`src/rtl/dfe_train_ctrl_pkg.sv`:
```
// Shared definitions for the DFE training controller: FSM state codes,
// PN7 tap positions and the error-magnitude helper.
package dfe_ctrl_pkg;

  typedef enum logic [2:0] {
    ST_IDLE  = 3'd0,
    ST_CLEAR = 3'd1,
    ST_TRAIN = 3'd2,
    ST_TRACK = 3'd3,
    ST_FAIL  = 3'd4
  } dfe_state_e;

  // x^7 + x^6 + 1: feedback is the XOR of the two top register bits
  localparam int PN7_TAP_HI = 6;
  localparam int PN7_TAP_LO = 5;

  localparam int ERR_MAG_W = 16;

  // Two's-complement magnitude; the most negative code saturates to max positive
  function automatic logic [ERR_MAG_W-1:0] err_abs(input logic [ERR_MAG_W-1:0] e);
    logic [ERR_MAG_W-1:0] mag;
    if (e == 16'h8000) begin
      mag = 16'h7FFF;
    end else if (e[ERR_MAG_W-1]) begin
      mag = ~e + 16'd1;
    end else begin
      mag = e;
    end
    return mag;
  endfunction

endpackage

```
`src/rtl/dfe_train_ctrl_if.sv`:
```
// Control/status bundle between the training controller and its environment.
// master: the side that drives start/abort and the equalizer observations.
// slave:  the controller itself.
interface dfe_train_ctrl_if;
  logic        start;
  logic        abort;
  logic        sym_valid;
  logic        dec_bit;
  logic [15:0] err;
  logic        dfe_rst_n;
  logic        adapt_en;
  logic        train_mode;
  logic        train_bit;
  logic        locked;
  logic        fail;
  logic [2:0]  state;

  modport master (
    output start, abort, sym_valid, dec_bit, err,
    input  dfe_rst_n, adapt_en, train_mode, train_bit, locked, fail, state
  );

  modport slave (
    input  start, abort, sym_valid, dec_bit, err,
    output dfe_rst_n, adapt_en, train_mode, train_bit, locked, fail, state
  );
endinterface

```
`src/rtl/dfe_train_ctrl_pn7_gen.sv`:
```
// PN7 training-reference generator (x^7 + x^6 + 1). bit_out is the current
// top register bit, so it labels the symbol presented in the same cycle as adv.
module dfe_pn7_gen
  import dfe_ctrl_pkg::*;
(
  input  logic       clk,
  input  logic       reset,
  input  logic       load,
  input  logic [6:0] seed,
  input  logic       adv,
  output logic       bit_out
);

  logic [6:0] lfsr_q;
  logic [6:0] lfsr_d;

  // Next LFSR value: reload has priority over advancing
  always_comb begin
    lfsr_d = lfsr_q;
    if (load) begin
      lfsr_d = seed;
    end else if (adv) begin
      lfsr_d = {lfsr_q[5:0], lfsr_q[PN7_TAP_HI] ^ lfsr_q[PN7_TAP_LO]};
    end else begin
      lfsr_d = lfsr_q;
    end
  end

  // LFSR register, reset to the seed so train_bit is defined out of reset
  always_ff @(posedge clk) begin
    if (reset) begin
      lfsr_q <= seed;
    end else begin
      lfsr_q <= lfsr_d;
    end
  end

  assign bit_out = lfsr_q[PN7_TAP_HI];

endmodule

```
`src/rtl/dfe_train_ctrl.sv`:
```
// Lifecycle sequencer for the 2F/2B decision-feedback equalizer:
// clear -> PN7 training -> decision-directed tracking with windowed error
// monitoring that declares lock or failure.
module dfe_train_ctrl
  import dfe_ctrl_pkg::*;
#(
  parameter int unsigned TRAIN_LEN = 256,
  parameter int unsigned WIN_LEN   = 64,
  parameter logic [15:0] ERR_THR   = 16'h2000,
  parameter int unsigned ERR_MAX   = 4,
  parameter int unsigned BAD_MAX   = 2,
  parameter int unsigned CLR_CYC   = 4,
  parameter logic [6:0]  PN_SEED   = 7'h7F
)(
  input  logic            clk,
  input  logic            reset,
  dfe_train_ctrl_if.slave bus
);

  localparam logic [15:0] TRN_LAST = 16'(TRAIN_LEN - 1);
  localparam logic [7:0]  WIN_LAST = 8'(WIN_LEN - 1);
  localparam logic [3:0]  CLR_LAST = 4'(CLR_CYC - 1);
  localparam logic [7:0]  ERR_LIM  = 8'(ERR_MAX);
  localparam logic [7:0]  BAD_LIM  = 8'(BAD_MAX);

  dfe_state_e  state_q, state_d;
  logic [3:0]  clr_cnt_q, clr_cnt_d;
  logic [15:0] trn_cnt_q, trn_cnt_d;
  logic [7:0]  win_cnt_q, win_cnt_d;
  logic [7:0]  err_cnt_q, err_cnt_d;
  logic [7:0]  bad_cnt_q, bad_cnt_d;
  logic        dfe_rst_n_q, dfe_rst_n_d;
  logic        adapt_en_q, adapt_en_d;
  logic        train_mode_q, train_mode_d;
  logic        locked_q, locked_d;
  logic        fail_q, fail_d;

  logic [ERR_MAG_W-1:0] err_mag_s;
  logic                 err_hit_s;
  logic [7:0]           err_tot_s;
  logic [7:0]           bad_inc_s;
  logic                 pn_load_s;
  logic                 pn_adv_s;

  // Error event for the current symbol and the window total including it
  assign err_mag_s = err_abs(bus.err);
  assign err_hit_s = (err_mag_s > ERR_THR);
  assign err_tot_s = (err_hit_s && (err_cnt_q != 8'hFF)) ? (err_cnt_q + 8'd1) : err_cnt_q;
  assign bad_inc_s = (bad_cnt_q != 8'hFF) ? (bad_cnt_q + 8'd1) : bad_cnt_q;

  // PN7 is reseeded throughout CLEAR and steps once per training symbol
  assign pn_load_s = (state_q == ST_CLEAR);
  assign pn_adv_s  = (state_q == ST_TRAIN) && bus.sym_valid;

  dfe_pn7_gen u_pn7 (
    .clk     (clk),
    .reset   (reset),
    .load    (pn_load_s),
    .seed    (PN_SEED),
    .adv     (pn_adv_s),
    .bit_out (bus.train_bit)
  );

  // Next state, counters and status flags; outputs decoded from the next state
  always_comb begin
    state_d   = state_q;
    clr_cnt_d = 4'd0;
    trn_cnt_d = trn_cnt_q;
    win_cnt_d = win_cnt_q;
    err_cnt_d = err_cnt_q;
    bad_cnt_d = bad_cnt_q;
    locked_d  = locked_q;
    fail_d    = fail_q;

    case (state_q)
      ST_IDLE: begin
        trn_cnt_d = 16'd0;
        win_cnt_d = 8'd0;
        err_cnt_d = 8'd0;
        bad_cnt_d = 8'd0;
        locked_d  = 1'b0;
        if (bus.start) begin
          state_d = ST_CLEAR;
          fail_d  = 1'b0;
        end else begin
          state_d = ST_IDLE;
        end
      end
      ST_CLEAR: begin
        trn_cnt_d = 16'd0;
        win_cnt_d = 8'd0;
        err_cnt_d = 8'd0;
        bad_cnt_d = 8'd0;
        locked_d  = 1'b0;
        if (clr_cnt_q >= CLR_LAST) begin
          state_d = ST_TRAIN;
        end else begin
          clr_cnt_d = clr_cnt_q + 4'd1;
        end
      end
      ST_TRAIN: begin
        locked_d = 1'b0;
        if (bus.sym_valid) begin
          if (trn_cnt_q >= TRN_LAST) begin
            trn_cnt_d = 16'd0;
            state_d   = ST_TRACK;
          end else begin
            trn_cnt_d = trn_cnt_q + 16'd1;
          end
        end else begin
          trn_cnt_d = trn_cnt_q;
        end
      end
      ST_TRACK: begin
        if (bus.sym_valid) begin
          if (win_cnt_q >= WIN_LAST) begin
            // Window closes on this symbol, its own error already folded in
            win_cnt_d = 8'd0;
            err_cnt_d = 8'd0;
            if (err_tot_s <= ERR_LIM) begin
              locked_d  = 1'b1;
              bad_cnt_d = 8'd0;
            end else begin
              locked_d  = 1'b0;
              bad_cnt_d = bad_inc_s;
              if (bad_inc_s >= BAD_LIM) begin
                state_d = ST_FAIL;
              end else begin
                state_d = ST_TRACK;
              end
            end
          end else begin
            win_cnt_d = win_cnt_q + 8'd1;
            err_cnt_d = err_tot_s;
          end
        end else begin
          win_cnt_d = win_cnt_q;
        end
      end
      ST_FAIL: begin
        trn_cnt_d = 16'd0;
        win_cnt_d = 8'd0;
        err_cnt_d = 8'd0;
        bad_cnt_d = 8'd0;
        locked_d  = 1'b0;
        if (bus.start) begin
          state_d = ST_CLEAR;
        end else begin
          state_d = ST_FAIL;
        end
      end
      default: begin
        state_d = ST_IDLE;
      end
    endcase

    // Abort overrides everything, including a simultaneous start; fail is kept
    if (bus.abort) begin
      state_d   = ST_IDLE;
      clr_cnt_d = 4'd0;
      trn_cnt_d = 16'd0;
      win_cnt_d = 8'd0;
      err_cnt_d = 8'd0;
      bad_cnt_d = 8'd0;
      locked_d  = 1'b0;
      fail_d    = fail_q;
    end else begin
      clr_cnt_d = clr_cnt_d;
    end

    if (state_d == ST_FAIL) begin
      fail_d   = 1'b1;
      locked_d = 1'b0;
    end else begin
      fail_d = fail_d;
    end

    dfe_rst_n_d  = (state_d != ST_CLEAR);
    adapt_en_d   = (state_d == ST_TRAIN) || (state_d == ST_TRACK);
    train_mode_d = (state_d == ST_TRAIN);
  end

  // State, counters and registered outputs
  always_ff @(posedge clk) begin
    if (reset) begin
      state_q      <= ST_IDLE;
      clr_cnt_q    <= 4'd0;
      trn_cnt_q    <= 16'd0;
      win_cnt_q    <= 8'd0;
      err_cnt_q    <= 8'd0;
      bad_cnt_q    <= 8'd0;
      dfe_rst_n_q  <= 1'b1;
      adapt_en_q   <= 1'b0;
      train_mode_q <= 1'b0;
      locked_q     <= 1'b0;
      fail_q       <= 1'b0;
    end else begin
      state_q      <= state_d;
      clr_cnt_q    <= clr_cnt_d;
      trn_cnt_q    <= trn_cnt_d;
      win_cnt_q    <= win_cnt_d;
      err_cnt_q    <= err_cnt_d;
      bad_cnt_q    <= bad_cnt_d;
      dfe_rst_n_q  <= dfe_rst_n_d;
      adapt_en_q   <= adapt_en_d;
      train_mode_q <= train_mode_d;
      locked_q     <= locked_d;
      fail_q       <= fail_d;
    end
  end

  assign bus.dfe_rst_n  = dfe_rst_n_q;
  assign bus.adapt_en   = adapt_en_q;
  assign bus.train_mode = train_mode_q;
  assign bus.locked     = locked_q;
  assign bus.fail       = fail_q;
  assign bus.state      = state_q;

endmodule

```
`src/flat_wrapper.sv`:
```
// flat-port wrapper written by rule: the top's interface ports become plain ports
module dfe_train_ctrl_flat import dfe_ctrl_pkg::*;
#(
  parameter int unsigned TRAIN_LEN = 256,
  parameter int unsigned WIN_LEN   = 64,
  parameter logic [15:0] ERR_THR   = 16'h2000,
  parameter int unsigned ERR_MAX   = 4,
  parameter int unsigned BAD_MAX   = 2,
  parameter int unsigned CLR_CYC   = 4,
  parameter logic [6:0]  PN_SEED   = 7'h7F
)
  (clk, reset, bus_start, bus_abort, bus_sym_valid, bus_dec_bit, bus_err, bus_dfe_rst_n, bus_adapt_en, bus_train_mode, bus_train_bit, bus_locked, bus_fail, bus_state);
  dfe_train_ctrl_if bus_i ();
  input  logic clk;
  input  logic reset;
  input wire logic [$bits(bus_i.start)-1:0] bus_start;
  input wire logic [$bits(bus_i.abort)-1:0] bus_abort;
  input wire logic [$bits(bus_i.sym_valid)-1:0] bus_sym_valid;
  input wire logic [$bits(bus_i.dec_bit)-1:0] bus_dec_bit;
  input wire logic [$bits(bus_i.err)-1:0] bus_err;
  output wire logic [$bits(bus_i.dfe_rst_n)-1:0] bus_dfe_rst_n;
  output wire logic [$bits(bus_i.adapt_en)-1:0] bus_adapt_en;
  output wire logic [$bits(bus_i.train_mode)-1:0] bus_train_mode;
  output wire logic [$bits(bus_i.train_bit)-1:0] bus_train_bit;
  output wire logic [$bits(bus_i.locked)-1:0] bus_locked;
  output wire logic [$bits(bus_i.fail)-1:0] bus_fail;
  output wire logic [$bits(bus_i.state)-1:0] bus_state;
  assign bus_i.start = bus_start;
  assign bus_i.abort = bus_abort;
  assign bus_i.sym_valid = bus_sym_valid;
  assign bus_i.dec_bit = bus_dec_bit;
  assign bus_i.err = bus_err;
  assign bus_dfe_rst_n = bus_i.dfe_rst_n;
  assign bus_adapt_en = bus_i.adapt_en;
  assign bus_train_mode = bus_i.train_mode;
  assign bus_train_bit = bus_i.train_bit;
  assign bus_locked = bus_i.locked;
  assign bus_fail = bus_i.fail;
  assign bus_state = bus_i.state;
  dfe_train_ctrl #(.TRAIN_LEN(TRAIN_LEN), .WIN_LEN(WIN_LEN), .ERR_THR(ERR_THR), .ERR_MAX(ERR_MAX), .BAD_MAX(BAD_MAX), .CLR_CYC(CLR_CYC), .PN_SEED(PN_SEED)) u_core (.clk(clk), .reset(reset), .bus(bus_i));
endmodule
```
`config.mk`:
```
export PLATFORM = sky130hd
export DESIGN_NAME = dfe_train_ctrl_flat
export DESIGN_NICKNAME = d
export VERILOG_FILES = /design/src/rtl/dfe_train_ctrl_pkg.sv /design/src/rtl/dfe_train_ctrl_if.sv /design/src/rtl/dfe_train_ctrl_pn7_gen.sv /design/src/rtl/dfe_train_ctrl.sv /design/src/flat_wrapper.sv
export SDC_FILE = /design/constraint.sdc
export NUM_CORES = 1
export LEC_CHECK = 0
export CAP_MARGIN = 20
export CORE_MARGIN = 5
export CORE_UTILIZATION = 62
export DETAILED_ROUTE_END_ITERATION = 8
export GPL_TIMING_DRIVEN = 0
export PLACE_DENSITY = 0.93
export SLEW_MARGIN = 10
export SYNTH_ARGS = -nofsm -noshare
export SYNTH_HDL_FRONTEND = slang
export SYNTH_HIERARCHICAL = 1
export SYNTH_SLANG_ARGS = --single-unit
```
`constraint.sdc`:
```
create_clock -name clk -period 12.1 [get_ports clk]
set_input_delay 1.815 -clock clk [delete_from_list [all_inputs] [get_ports clk]]
set_output_delay 1.815 -clock clk [all_outputs]
set_load 0.1 [all_outputs]
```
==> results of run 1 <==
## synthesized netlist by cell type (3+ instances only)
cell / count
o21ai_1: 4
nor4_1: 5
xor2_1: 8
a31oi_1: 9
o21a_1: 5
nand3_1: 18
or3_1: 6
o211ai_1: 8
clkbuf_1: 11
nor3b_1: 5
or2_2: 4
ha_1: 7
a21oi_1: 24
and3_1: 11
mux2i_1: 3
nand4_1: 6
and2_1: 3
nor3_1: 11
nand3b_1: 3
nand2b_1: 5
a22oi_1: 6
nor2_1: 58
xnor2_1: 7
a32oi_1: 3
edfxtp_1: 7
o2111ai_1: 3
mux2_2: 7
inv_1: 16
dfxtp_1: 52
o21ai_0: 14
a41oi_1: 3
a22o_1: 3
or4_1: 3
nand2_1: 28
## final cells by class
class,count,area (sq um),share of cell area (%)
Timing Repair Buffer,28,280.3,7.089
Inverter,16,60.06,1.519
Sequential cell,59,1251,31.65
Tap cell,70,87.58,2.215
Clock inverter,6,71.32,1.804
Multi-Input combinational cell,322,1993,50.41
Buffer,14,61.31,1.551
Clock buffer,10,148.9,3.766
## worst max-delay path by stage
stage,startpoint,endpoint,slack (ps)
after floorplan,bus_err[0],u_core/bad_cnt_q[5],6980
after global placement,bus_err[0],u_core/bad_cnt_q[5],6130
after detailed placement,bus_err[0],u_core/bad_cnt_q[7],6030
after CTS,bus_err[0],u_core/bad_cnt_q[7],6370
after global routing,bus_err[0],u_core/bad_cnt_q[7],6000
final,bus_err[0],u_core/bad_cnt_q[7],6320
## report_power, final
group	internal, mW	switching [mW]
clock network	0.109	0.0830
logic	0.0172	0.0254
registers	0.202	0.00172
## per-layer routing
| layer | global-route usage, % | share of wire [%] |
|---|---|---|
| met2 | 42.49 | 49 |
| met5 | 0 | 0 |
| met1 | 27.66 | 41 |
| met3 | 5.743 | 7.7 |
| met4 | 9.361 | 2.3 |
## cells by family after synthesis
kind of cell / count (synthesis) / synth area share (%)
XOR/XNOR: 15 / 3.934
buffers and inverters: 30 / 3.634
AND/OR/NAND/NOR: 178 / 27.50
multiplexers: 12 / 3.934
adder cells (fa/ha/maj): 7 / 2.623
AO/OA/AOI/OAI: 101 / 20.68
other: 2 / 0.2249
flip-flops: 59 / 37.47
## registers in the layout, indices dropped and copies added, names as in the netlist
| register | cells |
|---|---|
| u_core/bus.fail | 1 |
| u_core/bus.adapt_en | 1 |
| u_core/bus.dfe_rst_n | 1 |
| u_core/clr_cnt_q | 4 |
| u_core/trn_cnt_q | 16 |
| u_core/u_pn7/lfsr_q | 7 |
| u_core/bus.train_mode | 1 |
| u_core/bus.locked | 1 |
| u_core/bad_cnt_q | 8 |
| u_core/bus.state | 3 |
| u_core/win_cnt_q | 8 |
| u_core/err_cnt_q | 8 |
## critical path, cell delays in order
cell	delay, ps
clkdlybuf4s50_1	450
inv_1	80
ha_1	170
nor3b_1	590
nand3_1	180
mux2i_1	140
or4_1	540
o211ai_1	320
nand2_4	140
and2_4	200
o31a_1	240
or4b_1	530
buf_2	200
buf_6	150
a32oi_1	190
nor2_1	50
## stage by stage
stage / util (%) / cells / cell area (sq um) / worst slack [ps] / hold slack (ps)
6_report: 76.44 / 525 / 3954 / 6322 / 422.3
5_1_grt: 76.44 / 525 / 3954 / 6001 / 443.3
4_1_cts: 76.44 / 525 / 3954 / 6371 / 421.9
3_5_place_dp: 72.18 / 509 / 3734 / 6031 / 409.3
3_3_place_gp: 72.18 / 509 / 3734 / 6127 / 412.0
2_1_floorplan: - / 411 / 3366 / 6981 / 396.2
==> results.tsv, run 1 <==
stage	metric	value	unit
sta	fin_crit	5778	ps
sta	fin_crit_sh	47.76	%
worst_setup_path	cp_data_required_time	12320	ps
sta	setup_viol	0	
worst_setup_path	worstSetupStartpointType	primary input	
grt	grt_first_pass_wirelength	13920	um
die	dieWidth	83.39	um
worst_setup_path	arrival	5990	ps
synth	yosysTopAreaCell	dfxtp_1	
final_layout	final_common_cell	nor2_1	
place	globalplace.congestion	0.8742	
route	drt_wl_total	8162	um
synth	synth_top_area_share	31.17	%
synth	synth_flop_cell	dfxtp_1	
synth	synth-seq-area-share	37.47	%
worst_setup_path	path_max_fanout	10	
job	max_cap_viol_count	0	
synth	synth_cell_type_count	65	
worst_hold_path	hold_class	flip-flop to flip-flop	
clock_tree	numCtsBuffers	9	
grt	grt_pass1_vias	3202	
clock_tree	postCtsSetupBuffers	0	
synth	synth-seq-cells	59	
run_status	outcome	complete, no violations	
synth	synth_edf_count	7	
route	wl_per_cell	15.55	um
place	port_buffers	28	
synth	avgSynthCellArea	8.266	sq um
power_and_ir_drop	powerDensity	110.8	mW/mm^2
worst_setup_path	ff2ff_path_depth	14	
clock_tree	clock_sinks	59	
grt	overflow	0	
power_and_ir_drop	leakagePower	1.421	nW
clock_tree	cts_tree	yes	
sta	rsz0062_at_grt	no	
sta	slew_viol_final	0	
final_layout	area_growth	18.40	%
route	drt_pass1_iterations	5	
sta	max_freq	173.1	MHz
final_layout	fillers	357	
clock_tree	clock_latency	340	ps
clock_tree	clkTransAtPathRegs	70	ps
clock_tree	ctsResizeCount	0	
synth	async_reset_ff_share	0	%
power_and_ir_drop	ir_worst_vdd	0.08838	mV
worst_hold_path	whs_endpoint	u_core/clr_cnt_q[0]	
worst_hold_path	worstHoldPathCells	1	
worst_setup_path	cp-end-kind	flip-flop	
die	core	0.005172	sq mm
die	die_area	0.006954	sq mm
synth	ys_warn_count	6	
die	initial_utilization	64.56	%
die	ios	31	
final_layout	mostFrequentLayoutCells	nor2_1 (58), dfxtp_1 (52), clkdlybuf4s50_1 (28), nand2_1 (28), a21oi_1 (24)	
worst_hold_path	worst_hold_startpoint	u_core/clr_cnt_q[0]	
route	vias_per_cell	6.291	
power_and_ir_drop	p_total	438.1	uW
synth	ys_top_cells_by_area	dfxtp_1 (31%), nor2_1 (6.5%), edfxtp_1 (6.3%)	
route	num_vias	3303	
sta	tns	0	ps
sta	tightest_slew	973.6	ps
clock_tree	cts_root_buf	clkbuf_8	
worst_setup_path	criticalPathCategory	primary input to flip-flop	
clock_tree	holdBufCountCts	0	
grt	grt_max_degree	13	
route	drtIter0Drc	372	
worst_setup_path	r2r_setup_slack	8930	ps
route	ant_nets	0	
worst_setup_path	reg2reg_from	u_core/err_cnt_q[0]	
place	dp_hpwl	5605	um
sta	slew_headroom	34.89	%
final_layout	diodes	0	
worst_setup_path	r2r-end	u_core/bad_cnt_q[7]	
sta	hold_violations	0	
grt	track_usage	23.98	%
final_layout	fin_nets	479	
synth	syn-cell-area	0.003339	sq mm
clock_tree	clock_path_buffers	2	
synth	synth_cells	404	
final_layout	drive_above_1_share	8.791	%
die	rows	26	
clock_tree	htreeDepth	3	
die	dieHeight	83.39	um
grt	grt_antenna_before_repair	0	
sta	clock_skew	8.850	ps
route	drc	0	
No activity file was read; power rests on OpenSTA's default activity.
==> run 2, diff against run 1 <==
- CORE_UTILIZATION: 62 -> 57
- PLACE_DENSITY: 0.93 -> 0.87
- clock period: 12.1 -> 5.89 ns (I/O delays scaled with it)
==> run 2 against run 1 <==
  * Power is 120% higher
  * Combinational power is 110% higher
  * Worst setup slack worse by 5200 ps
  * Critical path type unchanged
==> results.tsv, run 2 (synthesis results as in run 1) <==
stage	metric	value	unit
run_status	outcome	complete, no violations	
worst_setup_path	worstSetupStartpointType	primary input	
final_layout	fin_cells	527	
final_layout	area_growth	19.30	%
sta	fin_crit	4770	ps
sta	rsz0062_at_grt	no	
final_layout	diodes	0	
clock_tree	clkTransAtPathRegs	80	ps
die	initial_utilization	59.55	%
sta	whs	428.3	ps
sta	setup_viol	0	
route	ant_nets	0	
clock_tree	htreeDepth	3	
clock_tree	holdBufCountCts	0	
route	num_vias	3246	
die	dieHeight	86.54	um
sta	slew_headroom	35.11	%
clock_tree	cts_root_buf	clkbuf_8	
sta	fin_crit_sh	80.98	%
clock_tree	ctsResizeCount	0	
sta	tightest_slew	970.3	ps
route	drtIter0Drc	225	
clock_tree	numCtsBuffers	9	
clock_tree	cts_tree	yes	
final_layout	drive_above_1_share	8.791	%
sta	max_freq	209.6	MHz
place	port_buffers	28	
sta	clock_skew	12.89	ps
route	drt_pass1_iterations	5	
die	dieWidth	86.54	um
power_and_ir_drop	ir_worst_vdd	0.1968	mV
grt	grt_max_degree	13	
grt	overflow	0	
final_layout	final_common_cell	nor2_1	
route	drt_wl_total	8038	um
worst_setup_path	path_max_fanout	10	
worst_setup_path	arrival	4980	ps
die	die_area	0.007489	sq mm
route	vias_per_cell	6.159	
sta	slew_viol_final	0	
job	max_cap_viol_count	0	
power_and_ir_drop	p_total	960.1	uW
worst_setup_path	cp_data_required_time	6100	ps
place	dp_hpwl	5440	um
final_layout	mostFrequentLayoutCells	nor2_1 (58), dfxtp_1 (52), clkdlybuf4s50_1 (28), nand2_1 (28), a21oi_1 (24)	
sta	tns	0	ps
grt	grt_antenna_before_repair	0	
grt	track_usage	21.49	%
grt	grt_first_pass_wirelength	13120	um
sta	hold_violations	0	
die	core	0.005608	sq mm
clock_tree	clock_latency	340	ps
final_layout	largest_reg_flops	16	
clock_tree	clock_path_buffers	2	
grt	grt_pass1_vias	2989	
route	drc	0	
clock_tree	postCtsSetupBuffers	0	
worst_setup_path	cp-end-kind	flip-flop	
worst_hold_path	hold_class	flip-flop to flip-flop	
route	wl_per_cell	15.25	um
power_and_ir_drop	powerDensity	241.0	mW/mm^2
final_layout	fin_nets	479	
final_layout	finish.utilization	71.04	%
power_and_ir_drop	leakagePower	1.437	nW
place	dp.cells	511	
clock_tree	clock_sinks	59	
final_layout	regMostFlops	u_core/trn_cnt_q	
place	globalplace.congestion	0.8776	
worst_setup_path	criticalPathCategory	primary input to flip-flop	
die	rows	27	
die	ios	31	
-- run 2: cell types whose count changed in the layout (fill, tap and decap cells not counted) --
cell	before	now
clkbuf_16	1	0
clkinvlp_4	2	1
bufinv_16	1	3
-- run 2: final timing paths --
| path | start | endpoint | slack, ps | depth (start not counted) |
|---|---|---|---|---|
| worst max-delay path | bus_err[1] | u_core/bad_cnt_q[5] | 1120 | 16 |
| worst min-delay path | u_core/clr_cnt_q[0] | u_core/clr_cnt_q[0] | 430 | 1 |
| worst max register to register | u_core/err_cnt_q[0] | u_core/bad_cnt_q[5] | 2760 | 14 |
| worst min register to register | u_core/clr_cnt_q[0] | u_core/clr_cnt_q[0] | 430 | 1 |
-- run 2: per-layer routing --
metal  wire [um]  part of all wire, %  global-route usage, %  vias to the layer above
met5           0                    0                      0                        -
met4         161                  2.0                  8.640                        0
met3         529                  6.6                  5.133                       16
met2        3958                   49                  37.20                      134
met1        3388                   42                  25.47                     1518
li1            -                    -                      -                     1578
-- run 2: cell type report --
class	count	area [sq um]
timing repair buffer	28	280.3
clock buffer	9	123.9
multi-input combinational	322	1993
tap	72	90.09
fill	422	1624
buffer	14	61.31
inverter	16	60.06
clock inverter	7	123.9
sequential	59	1251
-- run 2: per-stage QoR --
step	setup WS (ps)	area, sq um
global placement	842.4	3736
CTS	1168	3984
detailed placement	838.8	3736
finish	1120	3984
floorplan	1702	3366
global route	879.7	3984
-- run 2: where the power goes --
| group | internal (mW) | switching, mW |
|---|---|---|
| clock network | 0.284 | 0.169 |
| logic | 0.0353 | 0.0535 |
| registers | 0.415 | 0.00350 |
| total | 0.734 | 0.226 |
-- run 2: critical path, stage by stage --
cell	delay [ps]
clkdlybuf4s50_1	470
inv_1	80
ha_1	170
nor3b_1	520
nand3_1	170
mux2i_1	140
or4_1	550
o211ai_1	330
nand2_4	140
or3_1	320
a31oi_1	180
or4b_1	450
buf_2	190
buf_6	150
a32oi_1	170
nor2_1	60
